**src/rtl/fc1_input_loader.sv**
```systemverilog
// fc1_input_loader: assembles a binarized image frame for the fc1 layer.
//
// Rows arrive one beat at a time. Each pixel is thresholded to one bit and
// stored in a shadow register. When the final row of a well-formed frame is
// accepted, the whole frame is copied to g_input in one cycle.
//
// Ports
//   clk        rising-edge clock
//   rst        asynchronous active-low reset
//   in_valid   row beat valid
//   in_ready   row beat accepted when in_valid && in_ready
//   in_row     COLS pixels, pixel c at in_row[c*PW +: PW]
//   in_last    beat is the final row of its frame
//   out_valid  g_input holds a complete frame
//   out_ready  consumer has sampled g_input
//   g_input    binarized frame, bit r*COLS+c
//   err        one-cycle framing-error pulse (short or long frame)
//   frame_cnt  count of delivered frames, wrapping
module fc1_input_loader #(
  parameter int unsigned ROWS          = 9,
  parameter int unsigned COLS          = 9,
  parameter int unsigned PW            = 8,
  parameter int unsigned BIN_THRESHOLD = 128,
  parameter int unsigned ISIZE         = ROWS * COLS
) (
  input  logic               clk,
  input  logic               rst,
  input  logic               in_valid,
  output logic               in_ready,
  input  logic [COLS*PW-1:0] in_row,
  input  logic               in_last,
  output logic               out_valid,
  input  logic               out_ready,
  output logic [ISIZE-1:0]   g_input,
  output logic               err,
  output logic [15:0]        frame_cnt
);

  localparam int unsigned     RW       = (ROWS > 1) ? $clog2(ROWS) : 1;
  localparam logic [RW-1:0]   LAST_ROW = RW'(ROWS - 1);

  typedef enum logic {
    EMPTY = 1'b0,
    HELD  = 1'b1
  } out_state_e;

  out_state_e       state_q, state_d;
  logic [RW-1:0]    row_q, row_d;
  logic [ISIZE-1:0] shadow_q, shadow_d;
  logic [ISIZE-1:0] g_q, g_d;
  logic             err_q, err_d;
  logic [15:0]      fcnt_q, fcnt_d;

  logic [COLS-1:0]  bits;
  logic             at_last;
  logic             accept;
  int unsigned      base;

  always_comb begin
    for (int unsigned c = 0; c < COLS; c++) begin
      bits[c] = (32'(in_row[c*PW +: PW]) >= BIN_THRESHOLD);
    end
  end

  assign at_last = (row_q == LAST_ROW);
  // Only the final row is held off by an unconsumed frame; earlier rows can
  // fill the shadow while the previous frame is still on g_input.
  assign in_ready  = rst && !(at_last && (state_q == HELD) && !out_ready);
  assign accept    = in_valid && in_ready;
  assign base      = 32'(row_q) * COLS;

  always_comb begin
    state_d  = state_q;
    row_d    = row_q;
    shadow_d = shadow_q;
    g_d      = g_q;
    err_d    = 1'b0;
    fcnt_d   = fcnt_q;

    if ((state_q == HELD) && out_ready) begin
      state_d = EMPTY;
    end

    if (accept) begin
      shadow_d[base +: COLS] = bits;
      unique case ({at_last, in_last})
        2'b00: row_d = row_q + 1'b1;
        2'b11: begin
          // shadow_d already contains the final row, so the copy is complete.
          // A coincident consume is overridden: the new frame follows with no gap.
          g_d     = shadow_d;
          state_d = HELD;
          fcnt_d  = fcnt_q + 16'd1;
          row_d   = '0;
        end
        default: begin
          err_d = 1'b1;
          row_d = '0;
        end
      endcase
    end
  end

  always_ff @(posedge clk or negedge rst) begin
    if (!rst) begin
      state_q  <= EMPTY;
      row_q    <= '0;
      shadow_q <= '0;
      g_q      <= '0;
      err_q    <= 1'b0;
      fcnt_q   <= '0;
    end else begin
      state_q  <= state_d;
      row_q    <= row_d;
      shadow_q <= shadow_d;
      g_q      <= g_d;
      err_q    <= err_d;
      fcnt_q   <= fcnt_d;
    end
  end

  assign out_valid = (state_q == HELD);
  assign g_input   = g_q;
  assign err       = err_q;
  assign frame_cnt = fcnt_q;

endmodule

```
**config.mk**
```make
export PLATFORM = sky130hd
export DESIGN_NAME = fc1_input_loader
export DESIGN_NICKNAME = d
export VERILOG_FILES = /design/src/rtl/fc1_input_loader.sv
export SDC_FILE = /design/constraint.sdc
export NUM_CORES = 1
export LEC_CHECK = 0
export BUFFER_PORTS_ARGS = -buffer_cell sky130_fd_sc_hd__buf_2
export CAP_MARGIN = 20
export CORE_MARGIN = 4
export CORE_UTILIZATION = 59
export CTS_CLUSTER_DIAMETER = 50
export CTS_CLUSTER_SIZE = 10
export DETAILED_ROUTE_END_ITERATION = 7
export PLACE_DENSITY = 0.86
export SYNTH_ARGS = -nofsm -noshare
export SYNTH_HDL_FRONTEND = slang
export SYNTH_SLANG_ARGS = --single-unit
```
**constraint.sdc**
```tcl
create_clock -name clk -period 5.7 [get_ports clk]
set_input_delay 0.285 -clock clk [delete_from_list [all_inputs] [get_ports clk]]
set_output_delay 0.285 -clock clk [all_outputs]
set_load 0.03 [all_outputs]
```
### Yosys cells after proc, flatten, opt, wreduce, memory -nomap -nowiden

Cells that the tools add are included.

| word-level totals | value |
|---|---|
| input bits | 77 |
| bits in registers | 184 |

| operators by class | value |
|---|---|
| $add $sub $neg | 3 |
| reductions and logical operators | 10 |
| mux-type cells | 7 |
| shifts and indexed selects | 2 |
| multipliers | 1 |
| eq/ne operators | 2 |
| magnitude comparators | 9 |

Operators by type and width:

| cell | count |
|---|---|
| $bwmux 81 | 1 |
| $shift 9x34->81 const A | 1 |
| $shiftx 9x34->81 | 1 |
| $ge 8x8->1 const B | 9 |
| $neg 8->34 | 1 |
| $add 16x1->16 const B | 1 |
| $mul 4x4->8 const B | 1 |
| $logic_and 1x1->1 | 5 |
| $mux 1 | 5 |
| $add 4x1->4 const B | 1 |
| $eq 4x4->1 const B | 1 |
| $mux 4 | 1 |
| $eq 2x2->1 const B | 1 |
| $logic_not 1->1 | 2 |
| $logic_not 2->1 | 1 |
| $reduce_and 2->1 | 1 |
| $reduce_or 2->1 | 1 |

### Longest topological paths before layout

Gate-level depths: netlist of the first run.

| logic depth | value |
|---|---|
| depth in word-level cells | 7 |
| gate-level depth with buffers | 13 |

### Worst setup path after synthesis of the first run

OpenSTA, ideal clock, no wires.

| path | value |
|---|---|
| path type | flip-flop to flip-flop |
| start | register row_q[0] |
| end | register fcnt_q[5] (netlist: frame_cnt[5]) |
| library setup time | 0.137 ns |
| data arrival time | 2.566 ns |
| required time | 5.563 ns |
| clock period less this slack | 2.703 ns |
| stages on the path, launching flop included | 14 |
| path slack | 2.997 ns |
| path buffers | 5 |
| cell sequence | dfrtp_1 clkbuf_1 inv_1 ha_1 buf_4 and3_1 ha_1 and2_1 clkbuf_1 o211ai_1 buf_2 clkbuf_1 nor2_1 xor2_1 |

| between the ends | value |
|---|---|
| word-level cells in the longest chain between the ends | 7 |

Ends and longest elaborated chain:

| element | line | source |
|---|---|---|
| from (decl) | 48 | `logic [RW-1:0] row_q, row_d;` |
| from (signal assigned) | 114 | `row_q <= row_d;` |
| $eq 4x4->1 * | 65 | `assign at_last = (row_q == LAST_ROW);` |
| $logic_and 1x1->1 (2 in series) | 68 | `assign in_ready = rst && !(at_last && (state_q == HELD) && !out_ready);` |
| $logic_not 1->1 | 68 |  |
| $logic_and 1x1->1 | 68 |  |
| $logic_and 1x1->1 | 69 | `assign accept = in_valid && in_ready;` |
| $reduce_and 2->1 (no source line) * | n/a |  |
| to (signal assigned) | 118 | `fcnt_q <= fcnt_d;` |
| to (decl) | 52 | `logic [15:0] fcnt_q, fcnt_d;` |

Mark *: on every way between the ends. The rest lies on a longest branch, timed or not.
A chain may end at the register's enable or synchronous reset.

### Worst setup path in the final report of the first run

| path | value |
|---|---|
| start | register row_q[0] |
| end | register g_q[34] (netlist: g_input[34]) |

| between the ends | value |
|---|---|
| word-level cells in the longest chain between the ends | 7 |

Ends and longest elaborated chain:

| element | line | source |
|---|---|---|
| branches (longest 7 deep; another with $neg 8->34) | n/a |  |
| to (signal assigned) | 116 | `g_q <= g_d;` |
| to (decl) | 50 | `logic [ISIZE-1:0] g_q, g_d;` |

Several ways; the timed one is not identified.

==> results of run 1 <==
## layout by cell type, fill, tap and decap left out, types with 5 or more instances in the layout
| master | count |
|---|---|
| sky130_fd_sc_hd__nor3b_1 | 7 |
| sky130_fd_sc_hd__and3_1 | 6 |
| sky130_fd_sc_hd__nor3_1 | 60 |
| sky130_fd_sc_hd__clkbuf_16 | 17 |
| sky130_fd_sc_hd__inv_1 | 5 |
| sky130_fd_sc_hd__nand2_1 | 41 |
| sky130_fd_sc_hd__mux2i_1 | 27 |
| sky130_fd_sc_hd__o21ai_0 | 22 |
| sky130_fd_sc_hd__xor2_1 | 7 |
| sky130_fd_sc_hd__a21oi_1 | 12 |
| sky130_fd_sc_hd__buf_2 | 112 |
| sky130_fd_sc_hd__nand3_1 | 7 |
| sky130_fd_sc_hd__a221o_1 | 54 |
| sky130_fd_sc_hd__mux2_2 | 81 |
| sky130_fd_sc_hd__and2_1 | 11 |
| sky130_fd_sc_hd__dfrtp_1 | 184 |
| sky130_fd_sc_hd__clkinv_2 | 5 |
| sky130_fd_sc_hd__ha_1 | 7 |
| sky130_fd_sc_hd__xnor2_1 | 9 |
| sky130_fd_sc_hd__nor2_1 | 37 |
| sky130_fd_sc_hd__buf_4 | 13 |
## flip-flops by register name, summed over array words and instances, names as in the netlist
| name | count |
|---|---|
| shadow_q | 81 |
| err | 1 |
| g_input | 81 |
| frame_cnt | 16 |
| out_valid | 1 |
| row_q | 4 |
## metrics by stage
step	setup WS (ps)	util (%)	power, W	std cells
final	2230	69.9	0.00301	956
after global routing	1910	69.9	0.00314	956
after CTS	2300	69.9	0.00302	956
after detailed placement	2320	65.9	0.00198	924
after global placement	2420	65.9	0.00195	924
after floorplan	3000	-	0.00184	669
## logic make-up after synthesis
| family | after synthesis | synth area share [%] |
|---|---|---|
| simple gates | 191 | 11.8 |
| xor+xnor | 16 | 1.71 |
| buf+inv | 54 | 3.32 |
| mux | 108 | 14.5 |
| compound gates | 109 | 11.3 |
| fa+ha+maj | 7 | 1.07 |
| flops | 184 | 56.3 |
## worst register-to-register path: cells and delay by family, from the launching register on
family                     cells  cell delay (ps)
and+or+nand+nor                2              560
AOI/OAI and AO/OA              3             1210
buffers and inverters          2              520
adders and majority gates      2              550
DFF                            1              540
## final timing paths
| check | slack [ps] | cells past startpoint | startpoint | endpoint |
|---|---|---|---|---|
| min in group asynchronous | 500 | 2 | rst | g_input[1] |
| worst max-delay path | 2230 | 9 | row_q[0] | g_input[34] |
| worst max register to register | 2230 | 9 | row_q[0] | g_input[34] |
| worst min-delay path | 170 | 2 | in_valid | err |
| max in group asynchronous | 3980 | 3 | rst | shadow_q[39] |
| worst min register to register | 480 | 1 | frame_cnt[15] | frame_cnt[15] |
## layer usage
metal / vias up / global-route usage (%) / part of all wire, %
li1: 2656 / - / -
met2: 278 / 40.7 / 49
met5: - / 0 / 0
met1: 3099 / 34.7 / 41
met3: 40 / 5.04 / 6.7
met4: 0 / 10.9 / 2.9
## area by class of cell
| type | count | area, um^2 | area share [%] |
|---|---|---|---|
| clock buffers | 23 | 468 | 5.00 |
| clock inverters | 8 | 50.0 | 0.534 |
| inverters | 7 | 26.3 | 0.281 |
| multi-input cells | 431 | 3320 | 35.4 |
| flip-flops and latches | 184 | 4600 | 49.2 |
| well taps | 176 | 220 | 2.35 |
| repair buffers | 127 | 679 | 7.26 |
## power breakdown
group          switching, W  leakage (nW)  total, W  internal, W
Sequential        0.0000670          2.53   0.00148      0.00141
Combinational      0.000309          1.98  0.000490     0.000181
Clock              0.000468         0.257   0.00104     0.000575
==> key figures, run 1 <==
Run status
  • Result of the run: completed

Worst setup path
  • Buffer and inverter count on the worst path: 2
  • Required time at the worst-slack endpoint: about 6100 ps
  • Chain of cells forming the critical path: inv_1 > ha_1 > and3_1 > ha_1 > and2_1 > o211ai_1 > buf_4 > a21oi_1 > a221o_1
  • Data arrival, critical path: between 3000 and 4000 ps
  • Critical path's slowest cell: sky130_fd_sc_hd__a21oi_1
  • Category of the worst setup path capture point: flop
  • Gate family responsible for the most delay along the worst path: compound AO/OA/AOI/OAI gates
  • Element type at the critical path start: flop
  • Dominant cell type by count on the critical path: sky130_fd_sc_hd__ha_1
  • Start-to-end type of the worst setup path: reg -> reg
  • Maximum fanout encountered on the critical timing path: 34
  • Worst path max stage delay: approximately 740 ps

STA
  • Total negative slack: 0 ps
  • Final Hold Violating Endpoints: 0
  • Clock skew: 15.9 ps
  • Hold Worst Slack: roughly 170 ps
  • Relative slew slack: between 20% and 30%
  • Max-slew violations: 0
  • Actual transition at the worst max-transition pin: 1060 ps
  • Clock period minus final worst setup slack: approximately 3500 ps
  • Count of final setup violators: 0
  • Highest achievable clock rate: 288 MHz
  • Fraction of the cycle the final worst path needs: about three fifths
  • Setup repair after global routing missed its margin: false

Logic synthesis
  • Post-synth top flop: sky130_fd_sc_hd__dfrtp_1
  • Most area-consuming cells after synthesis: sky130_fd_sc_hd__dfrtp_1, sky130_fd_sc_hd__mux2_2, sky130_fd_sc_hd__a221o_1
  • Sequential area share after synthesis: 56.3%
  • Net count of the mapped netlist: approximately 750
  • Mapped Avg Cell Area: approximately 12 um^2
  • Register bit count reported by yosys: between 150 and 200
  • Total number of yosys warnings: 0
  • Area of the mapped netlist: around 8200 um^2
  • Number of distinct library cells after synthesis: 50
  • Async SR Flop Fraction: 100%
  • Number of synthesized flops with an enable pin: 0
  • Area leader, netlist: sky130_fd_sc_hd__dfrtp_1
  • Synth top cells by count: sky130_fd_sc_hd__dfrtp_1, sky130_fd_sc_hd__mux2_2, sky130_fd_sc_hd__nor3_1
  • Cells after Synth: between 600 and 700
  • Most numerous cell in the Yosys netlist: sky130_fd_sc_hd__dfrtp_1
  • Synth top area share: between 50% and 60%

CTS
  • Count of hold buffers inserted by post-cts repair: 1
  • Setup fix buffers added after clock tree synthesis: 0
  • Resized Gates After CTS: 0
  • CTS tree: built
  • Number of clock buffers inserted by TritonCTS: 17
  • Num Clock Sinks: approximately 180
  • H-tree level count: 4
  • Clock-pin slew of the registers on the worst-case setup and hold paths: 60 ps
  • Buffer levels on the longest clock path: 2
  • Worst-Skew Late Latency: 430 ps
  • Buffer cell driving the clock tree root: sky130_fd_sc_hd__clkbuf_16

Power and ir drop
  • Leakage power total: ~4.8 nW
  • Maximum vdd drop: around 0.18 mV
  • Total power per unit cell area: approximately 320 nW/um^2

GRT
  • Number of antenna violations at the first check in global routing: 0
  • Maximum number of pins on one net before global-route repair: slightly above 90
  • Vias in the first global route: 6182
  • Global Route Usage Sum: 25.6%
  • Remaining Overflow, GRT: 0
  • First-pass GRT wire length: between 30000 and 40000 um

Cells and area
  • Net count of the finished layout: 852
  • Total of fill cells in the finished design: approximately 960
  • Area growth from synthesis to final layout: 14.5%
  • Non-Filler Cell Area, Final: 9360 um^2
  • Diode insertion count for antenna repair: 0
  • Share of final-layout standard cells stronger than drive strength 1: a little under a third

Route
  • Routed vias: 6073
  • Residual DRC: 0
  • Antenna Nets Post-Route: 0
  • Detailed-routing iteration count for the pre-antenna-repair pass: 5
  • Total wire length after detailed routing: 20100 um
  • 1st-iter DRT viols: 559
  • Drt via density: between 6 and 7
  • Mean routed wirelength per cell: 21.0 um

Placed design
  • Sum of net half-perimeters after detailed placement: ~13000 um
  • Total cell area at the placement stage: just under 9000 um^2
  • Number of port buffers: ~110
  • Gpl congestion: 0.810

Run
  • Max_cap viols: 0

Floorplanning
  • Rows: 42
  • Initial Utilization: around three fifths
  • Die footprint: 15800 um^2
  • Horizontal die dimension: around 130 um
  • Die boundary height: around 130 um
  • Std-Cell Core Area: ~13000 um^2
  • # IOs: roughly 180

Worst hold path
  • Tightest Hold Check Type: in -> reg
Power figures use the tool's default switching activity.
==> inputs of run 2 (changes only) <==
--- a/config.mk
+++ b/config.mk
@@ -8,11 +8,11 @@
 export BUFFER_PORTS_ARGS = -buffer_cell sky130_fd_sc_hd__buf_2
 export CAP_MARGIN = 20
 export CORE_MARGIN = 4
-export CORE_UTILIZATION = 59
+export CORE_UTILIZATION = 49
 export CTS_CLUSTER_DIAMETER = 50
 export CTS_CLUSTER_SIZE = 10
 export DETAILED_ROUTE_END_ITERATION = 7
-export PLACE_DENSITY = 0.86
+export PLACE_DENSITY = 0.76
 export SYNTH_ARGS = -nofsm -noshare
 export SYNTH_HDL_FRONTEND = slang
 export SYNTH_SLANG_ARGS = --single-unit
==> constraint.sdc (replaced) <==
create_clock -name clk -period 3.1 [get_ports clk]
set_input_delay 0.155 -clock clk [delete_from_list [all_inputs] [get_ports clk]]
set_output_delay 0.155 -clock clk [all_outputs]
set_load 0.03 [all_outputs]
==> key figures, run 2 (synthesized netlist as in run 1, its figures left out) <==
Worst setup path
  • Buffer and inverter count on the worst path: 2 (unchanged)
  • Dominant cell type by count on the critical path: sky130_fd_sc_hd__ha_1
  • Worst path max stage delay: 460 ps (-280 ps)
  • Data arrival, critical path: 3160 ps (-660 ps)
  • Gate family responsible for the most delay along the worst path: simple AND/OR/NAND/NOR gates
  • Element type at the critical path start: flop
  • Start-to-end type of the worst setup path: reg -> reg
  • Maximum fanout encountered on the critical timing path: 18 (-47%)
  • Critical path's slowest cell: sky130_fd_sc_hd__o2111ai_2
  • Category of the worst setup path capture point: flop
  • Required time at the worst-slack endpoint: 3470 ps (-2580 ps)
  • Chain of cells forming the critical path: inv_1 > ha_1 > and3_1 > ha_1 > and2_1 > buf_4 > o2111ai_2 > nor3_1 > a221o_1

CTS
  • Worst-Skew Late Latency: 440 ps (about the same)
  • Buffer cell driving the clock tree root: sky130_fd_sc_hd__clkbuf_16
  • Clock-pin slew of the registers on the worst-case setup and hold paths: 70 ps (about the same)
  • Setup fix buffers added after clock tree synthesis: 0 (unchanged)
  • CTS tree: built
  • Num Clock Sinks: 184 (unchanged)
  • H-tree level count: 4 (unchanged)
  • Number of clock buffers inserted by TritonCTS: 17 (unchanged)
  • Buffer levels on the longest clock path: 2 (unchanged)

STA
  • Actual transition at the worst max-transition pin: 893 ps (-166 ps)
  • Fraction of the cycle the final worst path needs: 89.9% (+29 points)
  • Clock period minus final worst setup slack: 2790 ps (-679 ps)
  • Max-slew violations: 0 (unchanged)
  • Highest achievable clock rate: 359 MHz (+24%)
  • Total negative slack: 0 ps (unchanged)
  • Setup repair after global routing missed its margin: false
  • Count of final setup violators: 0 (unchanged)
  • Final Hold Violating Endpoints: 0 (unchanged)
  • Clock skew: 6.96 ps (-8.98 ps)
  • Relative slew slack: 40.5% (+11 points)

Power and ir drop
  • Internal power consumption: 0.00423 W (+95%)
  • Logic pwr share: 15.9% (-0.4 points)
  • Leakage power total: 4.88 nW (+2.2%)
  • Power share of the clock group: 38.2% (+3.5 points)
  • Maximum vdd drop: 0.445 mV (+140%)
  • Sequential power share: 45.9% (-3.2 points)
  • Total power per unit cell area: 613 nW/um^2 (+91%)
  • Switching part of the total power: 28.3% (+0.24 points)
  • Sw Pwr: 0.00167 W (+97%)

Route
  • Mean routed wirelength per cell: 20.3 um (-3.3%)
  • Routed vias: 5991 (-1.4%)
  • Residual DRC: 0 (unchanged)
  • Detailed-routing iteration count for the pre-antenna-repair pass: 6 (+1)
  • Antenna Nets Post-Route: 0 (unchanged)
  • Total wire length after detailed routing: 20500 um (+2.0%)
  • Drt via density: 5.94 (-6.5%)
  • 1st-iter DRT viols: 456 (-18%)

Placed design
  • Sum of net half-perimeters after detailed placement: 13500 um (+2.4%)
  • Gpl congestion: 0.838 (+3.4%)
  • Number of port buffers: 113 (unchanged)

Floorplanning
  • # IOs: 177 (unchanged)
  • Die footprint: 18800 um^2 (+19%)
  • Die boundary height: 137 um (+9.1%)
  • Horizontal die dimension: 137 um (+9.1%)
  • Std-Cell Core Area: 16100 um^2 (+20%)
  • Rows: 46 (+9.5%)
  • Initial Utilization: 50.8% (-10 points)

GRT
  • Remaining Overflow, GRT: 0 (unchanged)
  • First-pass GRT wire length: 32500 um (+0.51%)
  • Number of antenna violations at the first check in global routing: 0 (unchanged)
  • Vias in the first global route: 6012 (-2.7%)
  • Global Route Usage Sum: 22.5% (-3.0 points)
  • Maximum number of pins on one net before global-route repair: 83 (-9.8%)

Cells and area
  • Utilization after layout: 59.7% (-10 points)
  • Area of the multi-input gates: 3300 um^2 (-0.34%)
  • Share of final-layout standard cells stronger than drive strength 1: 33.5% (+1.6 points)
  • Leading cell types in the layout, fill and taps excluded: sky130_fd_sc_hd__dfrtp_1, sky130_fd_sc_hd__buf_2, sky130_fd_sc_hd__mux2_2, sky130_fd_sc_hd__nor3_1, sky130_fd_sc_hd__a221o_1
  • Diode insertion count for antenna repair: 0 (unchanged)
  • Total of fill cells in the finished design: 1286 (+35%)
  • Most common cell after layout, fill and taps aside: sky130_fd_sc_hd__dfrtp_1
  • Net count of the finished layout: 864 (+1.4%)
  • Register area: 4600 um^2 (unchanged)
  • Area growth from synthesis to final layout: 17.6%

Run status
  • Result of the run: completed

Worst hold path
  • Tightest Hold Check Type: in -> reg

Run
  • Max_cap viols: 0 (unchanged)
[run 2: area by class of cell]
type,instances,share of cell area [%]
multi-input cells,431,34.3
clock inverters,15,1.95
repair buffers,139,8.34
flip-flops and latches,184,47.9
well taps,216,2.81
clock buffers,17,4.42
inverters,7,0.273
[run 2: per-stage QoR]
stage                     setup WS (ps)  cell area (um^2)  power, W  cells  hold slack [ps]
after detailed placement            376              8970   0.00366    975              139
after floorplan                     397              8180   0.00338    669             -141
after global placement              486              8970   0.00361    975              127
final                               312              9620   0.00589   1009             26.5
after CTS                           344              9590   0.00591   1008             1.77
after global routing                152              9620   0.00610   1009             27.2
[run 2: metal layers]
metal	wire length, um	vias up	share of wire, %	GRT usage (%)
met3	1280	31	6.2	4.42
met1	8580	3033	42	30.0
met4	406	0	2.0	9.53
met2	10200	235	50	36.2
met5	0	-	0	0
li1	-	2692	-	-
[run 2: power groups by stage]
stage | sequential (W) | combinational (W) | clock (W)
after floorplan | 0.00274 | 0.000640 | 0
after global placement | 0.00272 | 0.000884 | 0
after detailed placement | 0.00274 | 0.000920 | 0
after CTS | 0.00270 | 0.000931 | 0.00228
after global routing | 0.00272 | 0.00101 | 0.00237
final | 0.00270 | 0.000937 | 0.00225
[run 2: worst reg2reg max path, delay by kind of cell (launching register included)]
kind	cells	cell delay, ps
AND/OR/NAND/NOR	3	910
adder cells (fa/ha/maj)	2	520
buffers and inverters	2	270
AO/OA/AOI/OAI	2	630
flip-flops	1	380
[run 2: what timing repair did]
item / CTS / global route
resized for setup: 0 / 0
endpoints found under the hold margin: 44 / 0
hold buffers: 1 / 0
[run 2: path summary, 6_finish.rpt]
| check | startpoint | endpoint | slack [ps] | cells after the start |
|---|---|---|---|---|
| setup / recovery | row_q[0] | g_input[29] | 310 | 9 |
| hold / removal | in_valid | err | 30 | 2 |
| setup reg to reg | row_q[0] | g_input[29] | 310 | 9 |
| hold reg to reg | frame_cnt[15] | frame_cnt[15] | 470 | 1 |
| max in group asynchronous | rst | g_input[19] | 1740 | 3 |
| min in group asynchronous | rst | g_input[53] | 270 | 2 |
==> inputs of run 3 (changes only) <==
--- a/config.mk
+++ b/config.mk
@@ -5,10 +5,11 @@
 export SDC_FILE = /design/constraint.sdc
 export NUM_CORES = 1
 export LEC_CHECK = 0
+export ABC_AREA = 1
 export BUFFER_PORTS_ARGS = -buffer_cell sky130_fd_sc_hd__buf_2
 export CAP_MARGIN = 20
 export CORE_MARGIN = 4
-export CORE_UTILIZATION = 49
+export CORE_UTILIZATION = 50
 export CTS_CLUSTER_DIAMETER = 50
 export CTS_CLUSTER_SIZE = 10
 export DETAILED_ROUTE_END_ITERATION = 7
==> key figures, run 3 <==
GRT
  • Global Route Usage Sum: 23.4% (+0.90 points)
  • Maximum number of pins on one net before global-route repair: 83 (unchanged)
  • Number of antenna violations at the first check in global routing: 0 (unchanged)
  • Vias in the first global route: 7717 (+28%)
  • First-pass GRT wire length: 38600 um (+19%)
  • Remaining Overflow, GRT: 0 (unchanged)

STA
  • Worst-case setup margin in the final layout: 793 ps (+480 ps)
  • Setup repair after global routing missed its margin: false
  • Clock skew: 10.8 ps (+3.84 ps)
  • Count of final setup violators: 0 (unchanged)
  • Final Hold Violating Endpoints: 0 (unchanged)
  • Actual transition at the worst max-transition pin: 967 ps (+74.5 ps)
  • Clock period minus final worst setup slack: 2310 ps (-480 ps)
  • Max-slew violations: 0 (unchanged)
  • Relative slew slack: 35.5% (-5.0 points)
  • Highest achievable clock rate: 433 MHz (+21%)
  • Fraction of the cycle the final worst path needs: 74.4% (-15 points)
  • Total negative slack: 0 ps (unchanged)

Logic synthesis
  • Cells after Synth: 1210 (+81%)
  • Synth Area in Adders: 0.948% (-0.12 points)
  • Sequential area share after synthesis: 49.8% (-6.4 points)
  • Most numerous cell in the Yosys netlist: sky130_fd_sc_hd__nand2_1
  • Simple logic cell fraction of the synthesized area: 39.7% (+28 points)
  • Synth top cells by count: sky130_fd_sc_hd__nand2_1, sky130_fd_sc_hd__nand3_1, sky130_fd_sc_hd__dfrtp_1
  • Area of the mapped netlist: 9240 um^2 (+13%)
  • Synth top area share: 49.8% (-6.4 points)
  • Combinational family with the most area after synthesis: simple AND/OR/NAND/NOR gates
  • Number of synthesized flops with an enable pin: 0 (unchanged)
  • Area leader, netlist: sky130_fd_sc_hd__dfrtp_1
  • XOR/XNOR Fraction of Synth Area: 0.853% (-0.86 points)
  • Net count of the mapped netlist: 1294 (+72%)
  • Register bit count reported by yosys: 184 (unchanged)
  • Total number of yosys warnings: 0 (unchanged)
  • Number of distinct library cells after synthesis: 28 (-44%)
  • Complex-gate fraction of the synthesized area: 1.30% (-10 points)
  • Mapped Avg Cell Area: 7.63 um^2 (-38%)
  • Multiplexer share of the synthesized area: 0% (-14 points)
  • Post-synth top flop: sky130_fd_sc_hd__dfrtp_1
  • Most area-consuming cells after synthesis: sky130_fd_sc_hd__dfrtp_1, sky130_fd_sc_hd__nand2_1, sky130_fd_sc_hd__nand3_1
  • Async SR Flop Fraction: 100% (unchanged)

Cells and area
  • Leading cell types in the layout, fill and taps excluded: sky130_fd_sc_hd__nand2_1, sky130_fd_sc_hd__nand3_1, sky130_fd_sc_hd__dfrtp_1, sky130_fd_sc_hd__buf_2, sky130_fd_sc_hd__inv_1
  • Net count of the finished layout: 1388 (+61%)
  • Area growth from synthesis to final layout: 14.2%
  • Share of final-layout standard cells stronger than drive strength 1: 14.7% (-19 points)
  • Most common cell after layout, fill and taps aside: sky130_fd_sc_hd__nand2_1
  • Diode insertion count for antenna repair: 0 (unchanged)
  • Total of fill cells in the finished design: 1633 (+27%)

CTS
  • Clock-pin slew of the registers on the worst-case setup and hold paths: 70 ps (about the same)
  • Setup fix buffers added after clock tree synthesis: 0 (unchanged)
  • Num Clock Sinks: 184 (unchanged)
  • Resized Gates After CTS: 0 (unchanged)
  • Buffer cell driving the clock tree root: sky130_fd_sc_hd__clkbuf_16
  • H-tree level count: 4 (unchanged)
  • CTS tree: built
  • Count of hold buffers inserted by post-cts repair: 2 (+1)
  • Worst-Skew Late Latency: 440 ps (about the same)
  • Number of clock buffers inserted by TritonCTS: 17 (unchanged)
  • Buffer levels on the longest clock path: 2 (unchanged)

Power and ir drop
  • Total power consumption of the routed design: 0.00825 W (+40%)
  • Maximum vdd drop: 0.423 mV (-4.9%)
  • Leakage power total: 6.15 nW (+26%)
  • Total power per unit cell area: 782 nW/um^2 (+28%)

Worst setup path
  • Chain of cells forming the critical path: inv_1 > ha_1 > nor2_8 > nand2_1 > nor2_2 > nand2_1 > nand2_1 > nand2_1 > nand2_1
  • Required time at the worst-slack endpoint: 3480 ps (about the same)
  • Category of the worst setup path capture point: flop
  • Worst path max stage delay: 480 ps (+20 ps)
  • Element type at the critical path start: flop
  • Maximum fanout encountered on the critical timing path: 11 (-7)
  • Start-to-end type of the worst setup path: reg -> reg
  • Dominant cell type by count on the critical path: sky130_fd_sc_hd__nand2_1
  • Data arrival, critical path: 2680 ps (-480 ps)
  • Critical path's slowest cell: sky130_fd_sc_hd__ha_1

Route
  • Antenna Nets Post-Route: 0 (unchanged)
  • Total wire length after detailed routing: 23100 um (+13%)
  • Routed vias: 8261 (+38%)
  • Mean routed wirelength per cell: 15.0 um (-26%)
  • Detailed-routing iteration count for the pre-antenna-repair pass: 6 (unchanged)
  • Drt via density: 5.34 (-10%)
  • 1st-iter DRT viols: 725 (+59%)
  • Residual DRC: 0 (unchanged)

Floorplanning
  • Die footprint: 20700 um^2 (+10%)
  • Std-Cell Core Area: 18100 um^2 (+12%)
  • # IOs: 177 (unchanged)
  • Rows: 49 (+6.5%)
  • Initial Utilization: 51.1% (+0.31 points)
  • Die boundary height: 144 um (+4.9%)
  • Horizontal die dimension: 144 um (+4.9%)

Worst hold path
  • Tightest Hold Check Type: in -> async

Run
  • Max_cap viols: 0 (unchanged)

Placed design
  • Number of port buffers: 113 (unchanged)
  • Sum of net half-perimeters after detailed placement: 15600 um (+15%)
  • Post-Place Setup Slack: 815 ps (+439 ps)
  • Gpl congestion: 0.882 (+5.4%)

Run status
  • Result of the run: completed
[run 3: metal layers]
metal	routed length, um	share of wire (%)	track usage (%)
met5	0	0	0
met4	909	3.9	10.2
met3	1250	5.4	4.59
met2	11100	48	36.1
met1	9930	43	32.4
[run 3: final cells by class]
| type | count | area (um^2) | share of cell area [%] |
|---|---|---|---|
| clock buffer | 18 | 429 | 4.07 |
| clock inverter | 14 | 136 | 1.29 |
| inverter | 106 | 402 | 3.81 |
| timing repair buffer | 131 | 744 | 7.05 |
| tap | 229 | 287 | 2.71 |
| sequential | 184 | 4600 | 43.6 |
| multi-input combinational | 864 | 3950 | 37.4 |
[run 3: critical path: cells and delay by family, from the launching register on]
| family | cells | cell delay (ps) |
|---|---|---|
| buffers and inverters | 1 | 120 |
| flip-flops | 1 | 410 |
| adder cells (fa/ha/maj) | 1 | 480 |
| AND/OR/NAND/NOR | 7 | 1230 |
[run 3: final timing paths]
kind                                  from            end  slack (ps)  depth (start not counted)
max in group asynchronous              rst    g_input[60]        1680                          3
worst min register to register  g_input[3]     g_input[3]         470                          2
min in group clk                in_row[39]    shadow_q[4]         190                          5
worst max register to register    row_q[1]    shadow_q[8]         790                          9
worst min-delay path                   rst  frame_cnt[10]         160                          2
worst max-delay path              row_q[1]    shadow_q[8]         790                          9
[run 3: cell families after synthesis]
logic type / count (synthesis)
AOI/OAI and AO/OA: 24
xor gates and xnor gates: 9
adders and majority gates: 7
DFF: 184
buffers and inverters: 162
and+or+nand+nor: 824
[run 3: power breakdown]
group / leakage [nW] / internal (W) / switching [W]
sequential: 2.47 / 0.00296 / 0.000335
combinational: 3.40 / 0.000822 / 0.00202
clock: 0.274 / 0.00113 / 0.000992
[run 3: stage by stage]
| stage | hold slack, ps | cell area, um^2 | cells | util [%] |
|---|---|---|---|---|
| floorplan | -141 | 9240 | 1210 | - |
| global placement | 43.2 | 9940 | 1511 | 55.0 |
| detailed placement | 44.5 | 9940 | 1511 | 55.0 |
| CTS | 146 | 10500 | 1545 | 58.2 |
| global route | 177 | 10600 | 1546 | 58.4 |
| finish | 160 | 10600 | 1546 | 58.4 |
